[src/rtl/mips_pkg.sv]
// mips_pkg: shared types and constants for the HI/LO multiply/divide unit.
package mips_pkg;

    // Operation select presented with the E-stage request
    typedef enum logic [2:0] {
        OP_MULT  = 3'd0,
        OP_MULTU = 3'd1,
        OP_DIV   = 3'd2,
        OP_DIVU  = 3'd3,
        OP_MTHI  = 3'd4,
        OP_MTLO  = 3'd5
    } muldiv_op_t;

    // Sequencer states of the iterative unit
    typedef enum logic [1:0] {
        ST_IDLE = 2'd0,
        ST_RUN  = 2'd1,
        ST_FIX  = 2'd2
    } muldiv_state_t;

    // LO is filled with this bit (all ones) on divide by zero
    localparam logic DIV0_LO_FILL = 1'b1;

    // True for the two divide opcodes
    function automatic logic op_is_div(input logic [2:0] o);
        return (o == OP_DIV) || (o == OP_DIVU);
    endfunction

endpackage

[src/rtl/muldiv_step.sv]
// muldiv_step: one combinational iteration of the iterative datapath.
// Multiply: shift-add on {hi_acc, lo_acc}, multiplier consumed from lo_acc LSB.
// Divide: restoring subtract, remainder in hi_acc, dividend/quotient in lo_acc.
module muldiv_step #(
    parameter int XLEN = 32
) (
    input  logic            is_div,
    input  logic [XLEN-1:0] hi_acc,
    input  logic [XLEN-1:0] lo_acc,
    input  logic [XLEN-1:0] operand,
    output logic [XLEN-1:0] hi_next,
    output logic [XLEN-1:0] lo_next
);

    logic [XLEN:0] add_sum_s;
    logic [XLEN:0] div_shift_s;
    logic          div_fits_s;

    // Single shift-add or restoring-subtract step
    always_comb begin
        add_sum_s   = {1'b0, hi_acc} + (lo_acc[0] ? {1'b0, operand} : {(XLEN+1){1'b0}});
        div_shift_s = {hi_acc, lo_acc[XLEN-1]};
        div_fits_s  = (div_shift_s >= {1'b0, operand});
        if (is_div) begin
            if (div_fits_s) begin
                // Difference is below the divisor, so XLEN bits hold it exactly
                hi_next = div_shift_s[XLEN-1:0] - operand;
                lo_next = {lo_acc[XLEN-2:0], 1'b1};
            end else begin
                hi_next = div_shift_s[XLEN-1:0];
                lo_next = {lo_acc[XLEN-2:0], 1'b0};
            end
        end else begin
            hi_next = add_sum_s[XLEN:1];
            lo_next = {add_sum_s[0], lo_acc[XLEN-1:1]};
        end
    end

endmodule

[src/rtl/muldiv_unit.sv]
// muldiv_unit: iterative HI/LO multiply/divide unit with MTHI/MTLO writes.
// Works on operand magnitudes for ITER cycles, then applies sign correction.
module muldiv_unit
    import mips_pkg::*;
#(
    parameter int XLEN = 32,
    parameter int ITER = XLEN
) (
    input  logic            clk,
    input  logic            reset,
    input  logic            start,
    input  logic [2:0]      op,
    input  logic [XLEN-1:0] srca,
    input  logic [XLEN-1:0] srcb,
    input  logic            cancel,
    input  logic            hlread,
    output logic            busy,
    output logic            stall,
    output logic            done,
    output logic [XLEN-1:0] hi,
    output logic [XLEN-1:0] lo
);

    localparam int                CNT_W    = $clog2(ITER) + 1;
    localparam logic [CNT_W-1:0]  CNT_ZERO = {CNT_W{1'b0}};
    localparam logic [CNT_W-1:0]  CNT_ONE  = CNT_W'(1'b1);
    localparam logic [CNT_W-1:0]  CNT_LAST = CNT_W'(ITER - 1);
    localparam logic [XLEN-1:0]   ZERO_X   = {XLEN{1'b0}};
    localparam logic [XLEN-1:0]   ONE_X    = XLEN'(1'b1);
    localparam logic [2*XLEN-1:0] ONE_2X   = (2*XLEN)'(1'b1);

    muldiv_state_t     state_r;
    muldiv_state_t     state_next_s;
    logic [CNT_W-1:0]  cnt_r;

    logic [XLEN-1:0]   acc_hi_r;
    logic [XLEN-1:0]   acc_lo_r;
    logic [XLEN-1:0]   opnd_r;
    logic              is_div_r;
    logic              neg_quot_r;
    logic              neg_rem_r;

    logic [XLEN-1:0]   hi_r;
    logic [XLEN-1:0]   lo_r;
    logic              done_r;

    logic              is_signed_s;
    logic              is_div_op_s;
    logic              neg_a_s;
    logic              neg_b_s;
    logic [XLEN-1:0]   mag_a_s;
    logic [XLEN-1:0]   mag_b_s;

    logic              busy_s;
    logic              stall_s;
    logic              launch_s;
    logic              div0_s;
    logic              mthi_s;
    logic              mtlo_s;
    logic              run_s;
    logic              fix_s;

    logic [XLEN-1:0]   step_hi_s;
    logic [XLEN-1:0]   step_lo_s;
    logic [2*XLEN-1:0] prod_s;
    logic [2*XLEN-1:0] prod_fix_s;
    logic [XLEN-1:0]   fix_hi_s;
    logic [XLEN-1:0]   fix_lo_s;

    muldiv_step #(
        .XLEN(XLEN)
    ) u_step (
        .is_div (is_div_r),
        .hi_acc (acc_hi_r),
        .lo_acc (acc_lo_r),
        .operand(opnd_r),
        .hi_next(step_hi_s),
        .lo_next(step_lo_s)
    );

    // Operand magnitudes and sign flags for the signed opcodes
    always_comb begin
        is_signed_s = (op == OP_MULT) || (op == OP_DIV);
        is_div_op_s = op_is_div(op);
        neg_a_s     = is_signed_s & srca[XLEN-1];
        neg_b_s     = is_signed_s & srcb[XLEN-1];
        if (neg_a_s) begin
            mag_a_s = (~srca) + ONE_X;
        end else begin
            mag_a_s = srca;
        end
        if (neg_b_s) begin
            mag_b_s = (~srcb) + ONE_X;
        end else begin
            mag_b_s = srcb;
        end
    end

    // FSM state register
    always_ff @(posedge clk or negedge reset) begin
        if (!reset) begin
            state_r <= ST_IDLE;
        end else begin
            state_r <= state_next_s;
        end
    end

    // FSM next-state logic; cancel overrides everything
    always_comb begin
        state_next_s = state_r;
        if (cancel) begin
            state_next_s = ST_IDLE;
        end else begin
            case (state_r)
                ST_IDLE: begin
                    if (launch_s) begin
                        state_next_s = ST_RUN;
                    end else begin
                        state_next_s = ST_IDLE;
                    end
                end
                ST_RUN: begin
                    if (cnt_r == CNT_LAST) begin
                        state_next_s = ST_FIX;
                    end else begin
                        state_next_s = ST_RUN;
                    end
                end
                ST_FIX:  state_next_s = ST_IDLE;
                default: state_next_s = ST_IDLE;
            endcase
        end
    end

    // FSM output decode: busy/stall and the per-cycle control strobes
    always_comb begin
        busy_s   = 1'b0;
        launch_s = 1'b0;
        div0_s   = 1'b0;
        mthi_s   = 1'b0;
        mtlo_s   = 1'b0;
        case (state_r)
            ST_IDLE: begin
                if (start && !cancel) begin
                    case (op)
                        OP_MULT, OP_MULTU: launch_s = 1'b1;
                        OP_DIV, OP_DIVU: begin
                            if (srcb == ZERO_X) begin
                                div0_s = 1'b1;
                            end else begin
                                launch_s = 1'b1;
                            end
                        end
                        OP_MTHI: mthi_s = 1'b1;
                        OP_MTLO: mtlo_s = 1'b1;
                        default: launch_s = 1'b0;
                    endcase
                end else begin
                    launch_s = 1'b0;
                end
            end
            ST_RUN:  busy_s = 1'b1;
            ST_FIX:  busy_s = 1'b1;
            default: busy_s = 1'b0;
        endcase
        run_s   = (state_r == ST_RUN) & ~cancel;
        fix_s   = (state_r == ST_FIX) & ~cancel;
        stall_s = busy_s & (start | hlread);
    end

    // Iteration counter: counts RUN cycles, cleared whenever not running
    always_ff @(posedge clk or negedge reset) begin
        if (!reset) begin
            cnt_r <= CNT_ZERO;
        end else if (run_s) begin
            cnt_r <= cnt_r + CNT_ONE;
        end else begin
            cnt_r <= CNT_ZERO;
        end
    end

    // Working accumulators: loaded on launch, advanced once per RUN cycle
    always_ff @(posedge clk or negedge reset) begin
        if (!reset) begin
            acc_hi_r   <= ZERO_X;
            acc_lo_r   <= ZERO_X;
            opnd_r     <= ZERO_X;
            is_div_r   <= 1'b0;
            neg_quot_r <= 1'b0;
            neg_rem_r  <= 1'b0;
        end else if (launch_s) begin
            acc_hi_r   <= ZERO_X;
            acc_lo_r   <= mag_a_s;
            opnd_r     <= mag_b_s;
            is_div_r   <= is_div_op_s;
            neg_quot_r <= neg_a_s ^ neg_b_s;
            neg_rem_r  <= neg_a_s;
        end else if (run_s) begin
            acc_hi_r   <= step_hi_s;
            acc_lo_r   <= step_lo_s;
        end
    end

    // Sign correction of the magnitude result in FIX
    always_comb begin
        prod_s = {acc_hi_r, acc_lo_r};
        if (neg_quot_r) begin
            prod_fix_s = (~prod_s) + ONE_2X;
        end else begin
            prod_fix_s = prod_s;
        end
        if (is_div_r) begin
            // Quotient truncates toward zero; remainder follows the dividend
            if (neg_quot_r) begin
                fix_lo_s = (~acc_lo_r) + ONE_X;
            end else begin
                fix_lo_s = acc_lo_r;
            end
            if (neg_rem_r) begin
                fix_hi_s = (~acc_hi_r) + ONE_X;
            end else begin
                fix_hi_s = acc_hi_r;
            end
        end else begin
            fix_hi_s = prod_fix_s[2*XLEN-1:XLEN];
            fix_lo_s = prod_fix_s[XLEN-1:0];
        end
    end

    // Architectural HI/LO and the one-cycle done pulse
    always_ff @(posedge clk or negedge reset) begin
        if (!reset) begin
            hi_r   <= ZERO_X;
            lo_r   <= ZERO_X;
            done_r <= 1'b0;
        end else begin
            done_r <= fix_s | div0_s;
            if (fix_s) begin
                hi_r <= fix_hi_s;
                lo_r <= fix_lo_s;
            end else if (div0_s) begin
                hi_r <= srca;
                lo_r <= {XLEN{DIV0_LO_FILL}};
            end else if (mthi_s) begin
                hi_r <= srca;
            end else if (mtlo_s) begin
                lo_r <= srca;
            end
        end
    end

    assign busy  = busy_s;
    assign stall = stall_s;
    assign done  = done_r;
    assign hi    = hi_r;
    assign lo    = lo_r;

endmodule

[config.mk]
export PLATFORM = sky130hd
export DESIGN_NAME = muldiv_unit
export DESIGN_NICKNAME = d
export VERILOG_FILES = /design/src/rtl/mips_pkg.sv /design/src/rtl/muldiv_step.sv /design/src/rtl/muldiv_unit.sv
export SDC_FILE = /design/constraint.sdc
export NUM_CORES = 1
export LEC_CHECK = 0
export BUFFER_PORTS_ARGS = -buffer_cell sky130_fd_sc_hd__buf_2
export CAP_MARGIN = 20
export CORE_MARGIN = 2
export CORE_UTILIZATION = 54
export DETAILED_ROUTE_END_ITERATION = 6
export PLACE_DENSITY = 0.74
export SLEW_MARGIN = 40
export SYNTH_ARGS = -nofsm -noshare
export SYNTH_HDL_FRONTEND = slang
export SYNTH_SLANG_ARGS = --single-unit
[constraint.sdc]
create_clock -name clk -period 4.3 [get_ports clk]
set_input_delay 1.075 -clock clk [delete_from_list [all_inputs] [get_ports clk]]
set_output_delay 1.075 -clock clk [all_outputs]
set_load 0.05 [all_outputs]
== Word-level counts from Yosys, hierarchy flattened ==
Index checks and enable logic that the tools add are counted.
Word-level totals
  register bits after elaboration: 172
  bits of input ports: 72
  output and inout port bits: 67
  word-level logic and storage cells: 100
Cells by class
  add/sub/neg operators: 8
  $lt $le $gt $ge: 1
  equality and inequality tests: 9
  muxes and demuxes: 43
  bitwise logic cells: 14
  reductions and logical operators: 14
Operator list (count)
  $mux W32: 21
  $add A32 B1 Y32 const B: 4
  $not A32 Y32: 4
  $add A64 B1 Y64 const B: 1
  $mux W64: 1
  $not A64 Y64: 1
  $add A32 B33 Y33: 1
  $ge A33 B32 Y1: 1
  $logic_not A32 Y1: 1
  $sub A32 B32 Y32: 1
  $mux W1: 16
  $add A6 B1 Y6 const B: 1
  $eq A3 B2 Y1 const B: 2
  $eq A3 B3 Y1 const B: 2
  $eq A6 B5 Y1 const B: 1
  $mux W6: 1
  $reduce_bool A3 Y1: 2
  $reduce_or A2 Y1: 3
  $and A1 B1 Y1: 5
  $mux W2: 2
  $pmux W2 S2: 1
  $eq A3 B1 Y1 const B: 1
  $logic_not A3 Y1: 1
  $ne A3 B2 Y1 const B: 1
  12 further kinds: 14

== Logic depth before layout (Yosys ltp) ==
  depth after elaboration: 8
  mapped depth: 14

== Hierarchy ==
From an unflattened synthesis, not the netlist that was laid out.
Second synthesis, totals
  cells, all modules: 1949
  area total of the unflattened synthesis: 14879.3 um2
Modules (own cells, without submodules)
  muldiv_unit: times used 1, cells an instance 1246, area each 10164.7 um2, seq. area each 4304.1 um2
  muldiv_step: times used 1, cells an instance 703, area each 4714.5 um2, seq. area each 0.0 um2

== Worst setup path before layout ==
OpenSTA, ideal clock, no wires.
  path type: input to register
  from: input srcb[14]
  to: register hi_r[14] (netlist: hi[14])
  setup time: 120 ps
  arrival time: 3519 ps
  slack: 661 ps
  cell stages on the path: 9
  buffers on the path: 0
  path through: or4_1 > or4_4 > nor4_4 > nand3_2 > o21ai_4 > nor2_2 > a222oi_1 > o41ai_1 > a31o_1
Between the ends
  longest elaborated chain between the ends: 7
  elaborated cells between the ends (all ways): 8
Ends and longest elaborated chain
  start: declaration: line muldiv_unit.sv:14  | input logic [XLEN-1:0] srcb,
  $logic_not A32 Y1 (*): line muldiv_unit.sv:148  | if (srcb == ZERO_X) begin
  $mux W1 (*): line muldiv_unit.sv:148
  $mux W1 (*): line muldiv_unit.sv:145  | case (op)
  $mux W1 (*): line muldiv_unit.sv:144  | if (start && !cancel) begin
  $mux W1 (*): line muldiv_unit.sv:142  | case (state_r)
  $mux W32: line muldiv_unit.sv:241  | end else if (div0_s) begin
  $mux W32: line muldiv_unit.sv:238  | if (fix_s) begin
  end signal: assignment: line muldiv_unit.sv:239  | hi_r <= fix_hi_s;
  end signal: assignment: line muldiv_unit.sv:242  | hi_r <= srca;
  end signal: assignment: line muldiv_unit.sv:245  | hi_r <= srca;
  end: declaration: line muldiv_unit.sv:43  | logic [XLEN-1:0] hi_r;
Mark *: on every way between the ends. The rest lies on a longest branch, timed or not.
A chain may end at the register's enable or synchronous reset.

== Worst setup path in the final report ==
  from: register opnd_r[28]
  to: register acc_hi_r[0]
Between the ends
  longest elaborated chain between the ends: 5
Ends and longest elaborated chain
  start: declaration: line muldiv_unit.sv:38  | logic [XLEN-1:0] opnd_r;
  start signal: assignment: line muldiv_unit.sv:194  | opnd_r <= mag_b_s;
  $ge A33 B32 Y1: line muldiv_step.sv:23  | div_fits_s = (div_shift_s >= {1'b0, operand});
  $mux W32: line muldiv_step.sv:25  | if (div_fits_s) begin
  $mux W32: line muldiv_step.sv:24  | if (is_div) begin
  $mux W32: line muldiv_unit.sv:198  | end else if (run_s) begin
  $mux W32: line muldiv_unit.sv:191  | end else if (launch_s) begin
  end signal: assignment: line muldiv_unit.sv:199  | acc_hi_r <= step_hi_s;
  end: declaration: line muldiv_unit.sv:36  | logic [XLEN-1:0] acc_hi_r;
Every way passes these cells. The select of a mux whose other input is x is not followed.

==> run summary <==
Post-synth ARST share: 1.00
Syn Nets: 2,023
Final Max Tran Viols: 0
Clock transition at path regs: 80 ps
Setup TNS: 0 ps
PortBufs: 138
#FFs+latches synth: 172
Slowest stage delay, CP: 710 ps
Buf+Inv Stages, Crit Path: 1
CTS Sinks: 172
PwrDens: 594 mW/mm2
Number of cell rows: 60
Skew-Pair Late Insertion Delay: 450 ps
Clock buffer depth: 2
Critical path startpoint category: register
GR Util All Layers: 0.349
Crit-path cells: inv_1 -> ha_1 -> a21oi_1 -> o21ai_1 -> a31oi_1 -> o211ai_1 -> a2111oi_1 -> or2_2 -> nor2_1 -> o311ai_0 -> a21oi_1
DRT Pass-1 Iters: 6
CTS Root Cell: clkbuf_16
Maximum vdd drop: 0.280 mV
Setup Fix Bufs, Post-CTS: 0
Leakage: 7.39 nW
Run status: complete, no violations
Kind of cell adding the most delay to the critical path: compound AO/OA/AOI/OAI gates
Worst Path Required: 4590 ps
Period minus WS final: 3990 ps
Max_slew headroom: 0.475
Final setup viols: 0
Initial antenna violation count: 0
Busiest metal layer after global routing: met2
Max_cap viols: 0
Yosys warns: 0
Hold_buf cts: 0
First-pass GRT wire length: 78,000 um
Clock Skew: 21.9 ps
CP dominant cell by count: a21oi_1
# DRC: 0
Hold Crit Class: reg2reg
Post-CTS Resized: 0
Max Freq: 251 MHz
Routability congestion estimate: 1.02
Area grow syn2layout: 12.2%
Die span in y: 168 um
Final Power: 9.73 mW
Overall die area: 0.0284 mm2
Nets: 2,111
Pre-CTS setup slack: 264 ps
Final wirelength: 49,500 um
Yosys cell types: 72
Crit path capture type: register
Crit path max fanout: 29
Finished Layout Cells: 2,319
Worst slew pin tran: 787 ps
Ports: 139
TritonCTS clock tree: built
Hpwl dp: 37,900 um
Layout cells sized above 1: 0.132
Sequential area share after synthesis: 0.295
Post-route ant nets: 0
WS Path Type: reg2reg
Placed cells: 2,287
Synth Flop Type: dfrtp_1
Syn Area/Cell: 7.78 um2
Antenna Cells: 0
Final hold vios: 0
Pin count of the biggest net entering global routing: 78
CP max-delay cell: a2111oi_1
Drt initial violations: 1,392
Vias: 14,982
Mapped Cells: 1,877
WHS: 473 ps
Initial Utilization: 0.546
RSZ-0062 raised after global routing: no
Number of global-route vias before repair: 14,122
Die Width: 168 um
Met3 Use GR: 0.0487
Vias/cell: 6.46
Period utilization: 0.928
M1 GR Usage: 0.443
Wirelength per Cell: 21.4 um
Post-synth EDFFs: 0
Worst path arrival time: 4280 ps
Mapped cell area: 0.0146 mm2
Met2 Use GR: 0.575
Post-route worst setup slack: 309 ps
Num CTS Buffers: 17
Core Region: 0.0267 mm2
H-tree levels: 4
GRT overflow: 0
## registers in the layout, indices dropped and copies added (netlist names)
name,count
acc_hi_r,32
acc_lo_r,32
cnt_r,6
done,1
hi,32
is_div_r,1
lo,32
neg_quot_r,1
neg_rem_r,1
opnd_r,32
state_r,2
## area by class of cell
| type | count | area (um2) |
|---|---|---|
| Fill cell | 2423 | 10300 |
| Multi-Input combinational cell | 1516 | 9630 |
| Sequential cell | 172 | 4310 |
| Timing Repair Buffer | 197 | 1160 |
| Tap cell | 341 | 427 |
| Clock buffer | 17 | 425 |
| Inverter | 61 | 229 |
| Clock inverter | 15 | 208 |
## path summary, 6_finish.rpt
check / from / end / slack, ps / depth (start not counted)
max in group asynchronous: reset / opnd_r[18]$_DFFE_PN0N_ / 2680 / 2
worst min-delay path: lo[15]$_DFFE_PN0P_ / lo[15]$_DFFE_PN0P_ / 470 / 1
worst min register to register: lo[15]$_DFFE_PN0P_ / lo[15]$_DFFE_PN0P_ / 470 / 1
worst max register to register: opnd_r[28]$_DFFE_PN0N_ / acc_hi_r[0]$_DFFE_PN0P_ / 310 / 11
worst max-delay path: opnd_r[28]$_DFFE_PN0N_ / acc_hi_r[0]$_DFFE_PN0P_ / 310 / 11
min in group asynchronous: reset / lo[6]$_DFFE_PN0P_ / 620 / 1
## layout by cell type (no fill, tap or decap), drive strengths merged, types with 17 or more instances in the layout
master,n
mux2i,41
or3,24
xnor2,90
inv,68
a22oi,28
xor2,81
nand3,44
nor2,193
a21o,53
ha,72
o41ai,18
o31ai,21
a31oi,23
buf,197
o21ai,179
a21oi,192
a211oi,40
nor3,46
o211ai,24
nand4,21
nand2,169
clkbuf,17
dfrtp,172
## synthesized netlist by cell type, types with 4 or more instances
library cell  number  area, um2
o31a_1             4       35.0
o21a_1             8       60.1
nand4_1           21        131
a21oi_1          192        961
o21ai_0          176        881
a211oi_1          40        300
o41ai_1           18        158
nor2b_1           10       62.6
o21bai_1           8       60.1
a21boi_0           5       37.5
and3_1            10       62.6
a22oi_1           28        210
a31oi_1           23        144
mux2i_1           41        410
or3_1             24        150
o31ai_1           21        158
nand2_1          169        634
xor2_1            81        709
clkbuf_1         111        417
or2_2              4       25.0
o211ai_1          24        180
nand2b_1          13       81.3
buf_1              6       22.5
and2_1             9       56.3
a31o_2             5       43.8
nand3_1           43        215
buf_2             11       55.1
dfrtp_1          172       4300
ha_1              72        901
nor2_1           192        721
a21o_1            53        398
or4_1             13       97.6
nor4_1            12       75.1
inv_1             61        229
xnor2_1           90        788
nor3_1            45        225
## power breakdown
part / internal [mW] / leakage [nW] / total (mW) / switching [mW]
clock network: 0.807 / 0.299 / 1.67 / 0.866
logic: 1.97 / 4.93 / 5.49 / 3.53
registers: 2.01 / 2.16 / 2.57 / 0.557
total: 4.78 / 7.39 / 9.73 / 4.95
## stage by stage
step	instance area, um2	utilization
3_3_place_gp	15700	0.589
2_1_floorplan	14600	-
4_1_cts	16400	0.613
6_report	16400	0.613
3_5_place_dp	15800	0.590
5_1_grt	16400	0.613
## worst register-to-register path, stage by stage, from the launching register on
cell	delay, ps
dfrtp_1	390
inv_1	160
ha_1	390
a21oi_1	310
o21ai_1	170
a31oi_1	230
o211ai_1	200
a2111oi_1	710
or2_2	710
nor2_1	100
o311ai_0	350
a21oi_1	120
## layer usage
metal  part of all wire  wire (um)
met1               0.41      20100
met2               0.46      22900
met3              0.076       3770
met4              0.057       2820
met5                  0          0
## kinds of logic (layout without fill, tap and decap cells)
group	after synthesis	count (layout)	synth area share
compound gates	649	649	0.276
simple gates	580	580	0.184
buf+inv	189	290	0.0495
flops	172	172	0.295
xor+xnor	171	171	0.103
fa+ha+maj	74	74	0.0644
mux	42	42	0.0289
(Power assumes the default switching activity.)
